==> config.mk <==
export PLATFORM = sky130hd
export DESIGN_NAME = scan_sched_16
export DESIGN_NICKNAME = d
export VERILOG_FILES = /design/src/rtl/scan_sched_16.sv
export SDC_FILE = /design/constraint.sdc
export NUM_CORES = 1
export LEC_CHECK = 0
export ABC_AREA = 1
export CORE_MARGIN = 5
export CORE_UTILIZATION = 30
export DETAILED_ROUTE_END_ITERATION = 8
export DONT_BUFFER_PORTS = 1
export SLEW_MARGIN = 20
export SYNTH_ARGS = -nofsm -noshare
export SYNTH_HDL_FRONTEND = slang
export SYNTH_SLANG_ARGS = --single-unit
==> constraint.sdc <==
create_clock -name clk -period 3.6 [get_ports clk]
set_input_delay 0.54 -clock clk [delete_from_list [all_inputs] [get_ports clk]]
set_output_delay 0.54 -clock clk [all_outputs]
set_load 0.05 [all_outputs]
==> src/rtl/scan_sched_16.sv <==
// scan_sched_16: scans a latched 16-bit word one bit per DIV-cycle slot.
// Define SCAN_SCHED_LOOP_EN for continuous scanning with a data_in reload at every frame end.
module scan_sched_16 #(
    parameter int unsigned DIV = 12500000
) (
    input  logic        clk,
    input  logic        rst_n,
    input  logic        start,
    input  logic        stop,
    input  logic [15:0] data_in,
    output logic        bit_out,
    output logic [3:0]  addr,
    output logic        tick,
    output logic        busy,
    output logic        done
);

    typedef enum logic {
        ST_IDLE = 1'b0,
        ST_RUN  = 1'b1
    } state_t;

    localparam logic [23:0] LP_LAST = 24'(DIV - 1);

    state_t      r_state;
    logic [23:0] r_cnt;
    logic [15:0] r_shadow;
    logic [3:0]  r_addr;
    logic        r_tick;
    logic        r_done;
    logic        r_busy;
    logic        w_wrap;

    assign w_wrap = (r_cnt == LP_LAST);

    always_ff @(posedge clk) begin
        if (!rst_n) begin
            r_state  <= ST_IDLE;
            r_cnt    <= 24'd0;
            r_shadow <= 16'd0;
            r_addr   <= 4'd0;
            r_tick   <= 1'b0;
            r_done   <= 1'b0;
            r_busy   <= 1'b0;
        end else begin
            r_tick <= 1'b0;
            r_done <= 1'b0;
            case (r_state)
                ST_IDLE: begin
                    // stop overrides start so a simultaneous request never launches a frame
                    if (start && !stop) begin
                        r_shadow <= data_in;
                        r_addr   <= 4'd0;
                        r_cnt    <= 24'd0;
                        r_busy   <= 1'b1;
                        r_state  <= ST_RUN;
                    end
                end
                ST_RUN: begin
                    if (stop) begin
                        r_state <= ST_IDLE;
                        r_addr  <= 4'd0;
                        r_cnt   <= 24'd0;
                        r_busy  <= 1'b0;
                    end else if (w_wrap) begin
                        r_cnt  <= 24'd0;
                        r_tick <= 1'b1;
                        r_addr <= r_addr + 4'd1;
                        if (r_addr == 4'd15) begin
                            r_done <= 1'b1;
`ifdef SCAN_SCHED_LOOP_EN
                            r_shadow <= data_in;
`else
                            r_state <= ST_IDLE;
                            r_busy  <= 1'b0;
`endif
                        end
                    end else begin
                        r_cnt <= r_cnt + 24'd1;
                    end
                end
                default: begin
                    r_state <= ST_IDLE;
                    r_busy  <= 1'b0;
                end
            endcase
        end
    end

    // bit_out is gated by busy so an idle block always drives 0
    assign bit_out = r_busy & r_shadow[r_addr];
    assign addr    = r_addr;
    assign tick    = r_tick;
    assign busy    = r_busy;
    assign done    = r_done;

endmodule

Word-level counts from Yosys, hierarchy flattened --
Cells that the tools add are included.
Operators by class: bitwise logic cells 4, mux-type cells 22, divide/modulo/power cells 0, $add $sub $neg 2, shift operators 0, magnitude comparators 1, multiply operators 0, reductions and logical operators 7, eq/ne operators 5
Operators by type and width (number):
- $mux W24 | 3
- $pmux W24 S2 | 1
- $add A24 B1 Y24 const B | 1
- $eq A24 B24 Y1 const B | 1
- $mux W4 | 3
- $mux W1 | 11
- $pmux W4 S2 | 1
- $ne A3 B2 Y1 const B | 2
- $lt A4 B5 Y1 const B | 1
- $add A4 B1 Y4 const B | 1
- $bmux W1 S4 | 1
- $eq A4 B4 Y1 const B | 1
- $pmux W1 S2 | 2
- $reduce_and A2 Y1 | 2
- $reduce_or A4 Y1 | 1
- $not A1 Y1 | 3
- $reduce_and A3 Y1 | 1
- $reduce_or A3 Y1 | 1
- $ne A2 B2 Y1 const B | 1
- $and A1 B1 Y1 | 1
- $logic_and A1 B1 Y1 | 1
- $logic_not A1 Y1 | 1
Word-level totals: logic and storage cells 48, memory bits (read-only) 0, bits in writable memories 0, memories 0, bits in latches 0, bits in registers 48

Depth between registers and ports, before layout --
depth in word-level cells 5, mapped depth 10, gate-level depth less buffers 10

Worst setup path after synthesis --
No wires, ideal clock.
path type register to output, start point reg r_addr[0] (netlist: addr[0]), end point out bit_out, stages on the path, launching flop included 7, data arrival time 2.239 ns, required time 3.060 ns, setup slack 0.821 ns, path buffers 2, cell sequence dfxtp_1 > buf_2 > clkbuf_1 > o211ai_1 > nand3_1 > nand3_1 > a21oi_1
On the way: word-level cells in the longest chain between the ends 3
RTL lines:
- from (decl) | RTL line 28 | logic [3:0] r_addr;
- from (signal assigned) | RTL line 68 | r_addr <= r_addr + 4'd1;
- $bmux W1 S4 | RTL line 91 | assign bit_out = r_busy & r_shadow[r_addr];
- $mux W1 (implied by the code) | RTL line 91
- $and A1 B1 Y1 | RTL line 91
- to (decl) | RTL line 11 | output logic bit_out,
Every way passes these cells. The select of a mux whose other input is x is not followed.

Worst setup path after layout --
start point reg r_addr[2] (netlist: addr[2]), end point out bit_out
Same word-level chain as after synthesis.

==> metrics.yaml <==
clock_network:
  clock_latency_ps: 300
  htree_num_levels: 2
  path_clk_slew_ps: 100
  clock_sinks: 48
  cts_tree: "built"
  ctsHoldBuffers: 0
  cts_resized: 0
  clockBufferDepth: 2
  clockRootBuffer: "clkbuf_8"
  cts_setup_buffers: 0
  cts_buffers: 5
final_layout:
  drive_gt1_share_pct: 10.17
  syn_to_final_growth_pct: 8.529
  design_area_sq_mm: 0.002723
  layout.cells.non_filler: 459
  antenna_cells: 0
  nNetsFinal: 375
  post-route-util_pct: 33.30
placement:
  dp_hpwl_um: 4115
  numPortBuffers: 0
  placed_cell_area_sq_mm: 0.002611
  routabilityCongestion: 0.8485
  pre_cts_ws_ps: 1606
  post-place-cells: 451
global_route:
  grt_pass1_wl_um: 9280
  gr-total-overflow: 0
  antenna_found_initial: 0
  grt_pass1_vias: 1934
  grt_usage_pct: 11.19
  grt_start_max_net_pins: 35
synthesis:
  synthCells: 353
  syn-num-nets: 375
  netlist.area_leader.share_pct: 38.30
  ys_async_sr_fraction_pct: 0
  synth.area.top_cells: "dfxtp_1 (38%), nand2_1 (9.1%), a21oi_1 (7.8%), inv_1 (7.2%), nand3_1 (6.0%)"
  ys_types: 33
  synth_edf_count: 0
  yosysMostFrequentCell: "nand2_1"
  ys_seq_elements: 48
  synth_common_cells: "nand2_1 (61), dfxtp_1 (48), inv_1 (48)"
  synthFlopType: "dfxtp_1"
  synth_warnings: 0
  avgSynthCellArea_sq_um: 7.107
  yosysSeqAreaShare_pct: 38.30
  syn_area_sq_mm: 0.002509
  synth_largest_area_cell: "dfxtp_1"
sta:
  setup_ws_ps: 1276
  grt_setup_unrepaired: "no"
  fin_tns_setup_ps: 0
  finalHoldViolations: 0
  min_period_ps: 2324
  fmax_mhz: 430.3
  worst_hold_slack_ps: 360.1
  max_slew.worst_pin.slew_ps: 713.7
  fin_crit_sh_pct: 64.56
  slew_headroom_pct: 52.35
  finClkSkew_ps: 8.299
  final_max_slew_viol_count: 0
  setup_viol: 0
die:
  num_rows: 33
  dieArea_sq_mm: 0.01029
  initial_core_util_pct: 30.69
  fp.dieH_um: 101.4
  dieWidth_um: 101.4
  io_pins: 28
  core_area_sq_mm: 0.008175
worst_setup_path:
  critPathRequiredTime_ps: 3060
  critPathLaunchType: "flop"
  critPathArrivalTime_ps: 1780
  critPathMaxFanout: 8
  crit_type: "flop to primary output"
  critical_path.endpoint_type: "primary output"
pwr:
  p_seq_share_pct: 54.4
  pwr-share-clk_pct: 37.9
  p_leak_nw: 1.034
  peakVddDrop_mv: 0.1350
  swShare_pct: 24.82
  p_int_uw: 776.7
  pwr-share-comb_pct: 7.7
  p_switching_uw: 256.4
  power_mw: 1.033
  p_per_area_mw_per_mm2: 379.4
routing:
  vias: 2166
  wirelength_um: 5564
  drc: 0
  drtIter0Drc: 93
  ant_nets: 0
  wire_per_inst_um: 12.12
  viasPerCell: 4.719
  dr.pass1.iters: 4
min_path:
  hp-class: "primary input to flop"
outcome:
  status: "finished clean"
job:
  max-cap-violations: 0
-- worst paths after layout --
| path | slack, ps | cells after the start | from | end |
|---|---|---|---|---|
| setup reg to reg | 1710 | 9 | addr[0] | busy |
| hold reg to reg | 450 | 2 | r_shadow[4] | r_shadow[4] |
| hold / removal | 360 | 2 | rst_n | r_cnt[17] |
| setup / recovery | 1280 | 5 | addr[2] | bit_out |
-- critical path, cell delays in order (launching register included) --
cell and delay [ps]:
dfxtp_1 800, inv_1 130, nand3_1 110, nand3_1 70, a21oi_1 160, buf_4 210
-- kinds of logic after synthesis --
kind of cell | Yosys count | share of synthesized area (%)
buf+inv | 62 | 9.975
fa+ha+maj | 2 | 0.9973
simple gates | 161 | 32.02
xor+xnor | 10 | 3.491
compound gates | 70 | 15.21
flops | 48 | 38.30
-- registers in the layout, summed over array words and instances, names as in the netlist --
signal    cells
tick          1
busy          1
r_state       1
addr          4
r_cnt        24
done          1
r_shadow     16
-- power groups by stage --
stage	logic (mW)	clock network (mW)	registers (mW)
after detailed placement	0.0794	0	0.575
after CTS	0.0797	0.402	0.563
after global routing	0.0902	0.424	0.565
after floorplan	0.0649	0	0.576
after global placement	0.0789	0	0.575
final	0.0793	0.391	0.562
-- metal layers --
| metal | GRT usage, % | up-vias | part of all wire, % |
|---|---|---|---|
| li1 | - | 1137 | - |
| met3 | 2.961 | 5 | 5.8 |
| met5 | 0 | - | 0 |
| met1 | 15.58 | 982 | 48 |
| met2 | 17.10 | 42 | 45 |
| met4 | 3.067 | 0 | 0.79 |
-- final cells by class --
cell class,instances,area (sq um)
clock inverters,3,42.54
well taps,105,131.4
repair buffers,4,30.03
flip-flops and latches,48,960.9
clock buffers,5,68.82
inverters,51,191.4
multi-input cells,243,1297
fillers,874,5453
-- cell usage in the layout, fill, tap and decap left out, types with 2 or more instances in the layout --
cell | Yosys | final
inv_2 | 2 | 2
xnor2_1 | 4 | 4
nor4_1 | 2 | 2
nand2_4 | 4 | 4
buf_4 | 0 | 4
a21oi_1 | 39 | 39
nor2_1 | 34 | 34
nor2_2 | 4 | 4
nand2_2 | 4 | 4
o211ai_1 | 3 | 3
o21ai_0 | 23 | 23
dfxtp_1 | 48 | 48
ha_1 | 2 | 2
inv_1 | 48 | 48
clkbuf_8 | 0 | 5
nand4_1 | 5 | 5
nor3_1 | 9 | 9
nand2_1 | 61 | 61
xor2_1 | 6 | 6
nand3_1 | 30 | 30
nor2_4 | 4 | 4
No activity file was read; power rests on OpenSTA's default activity.
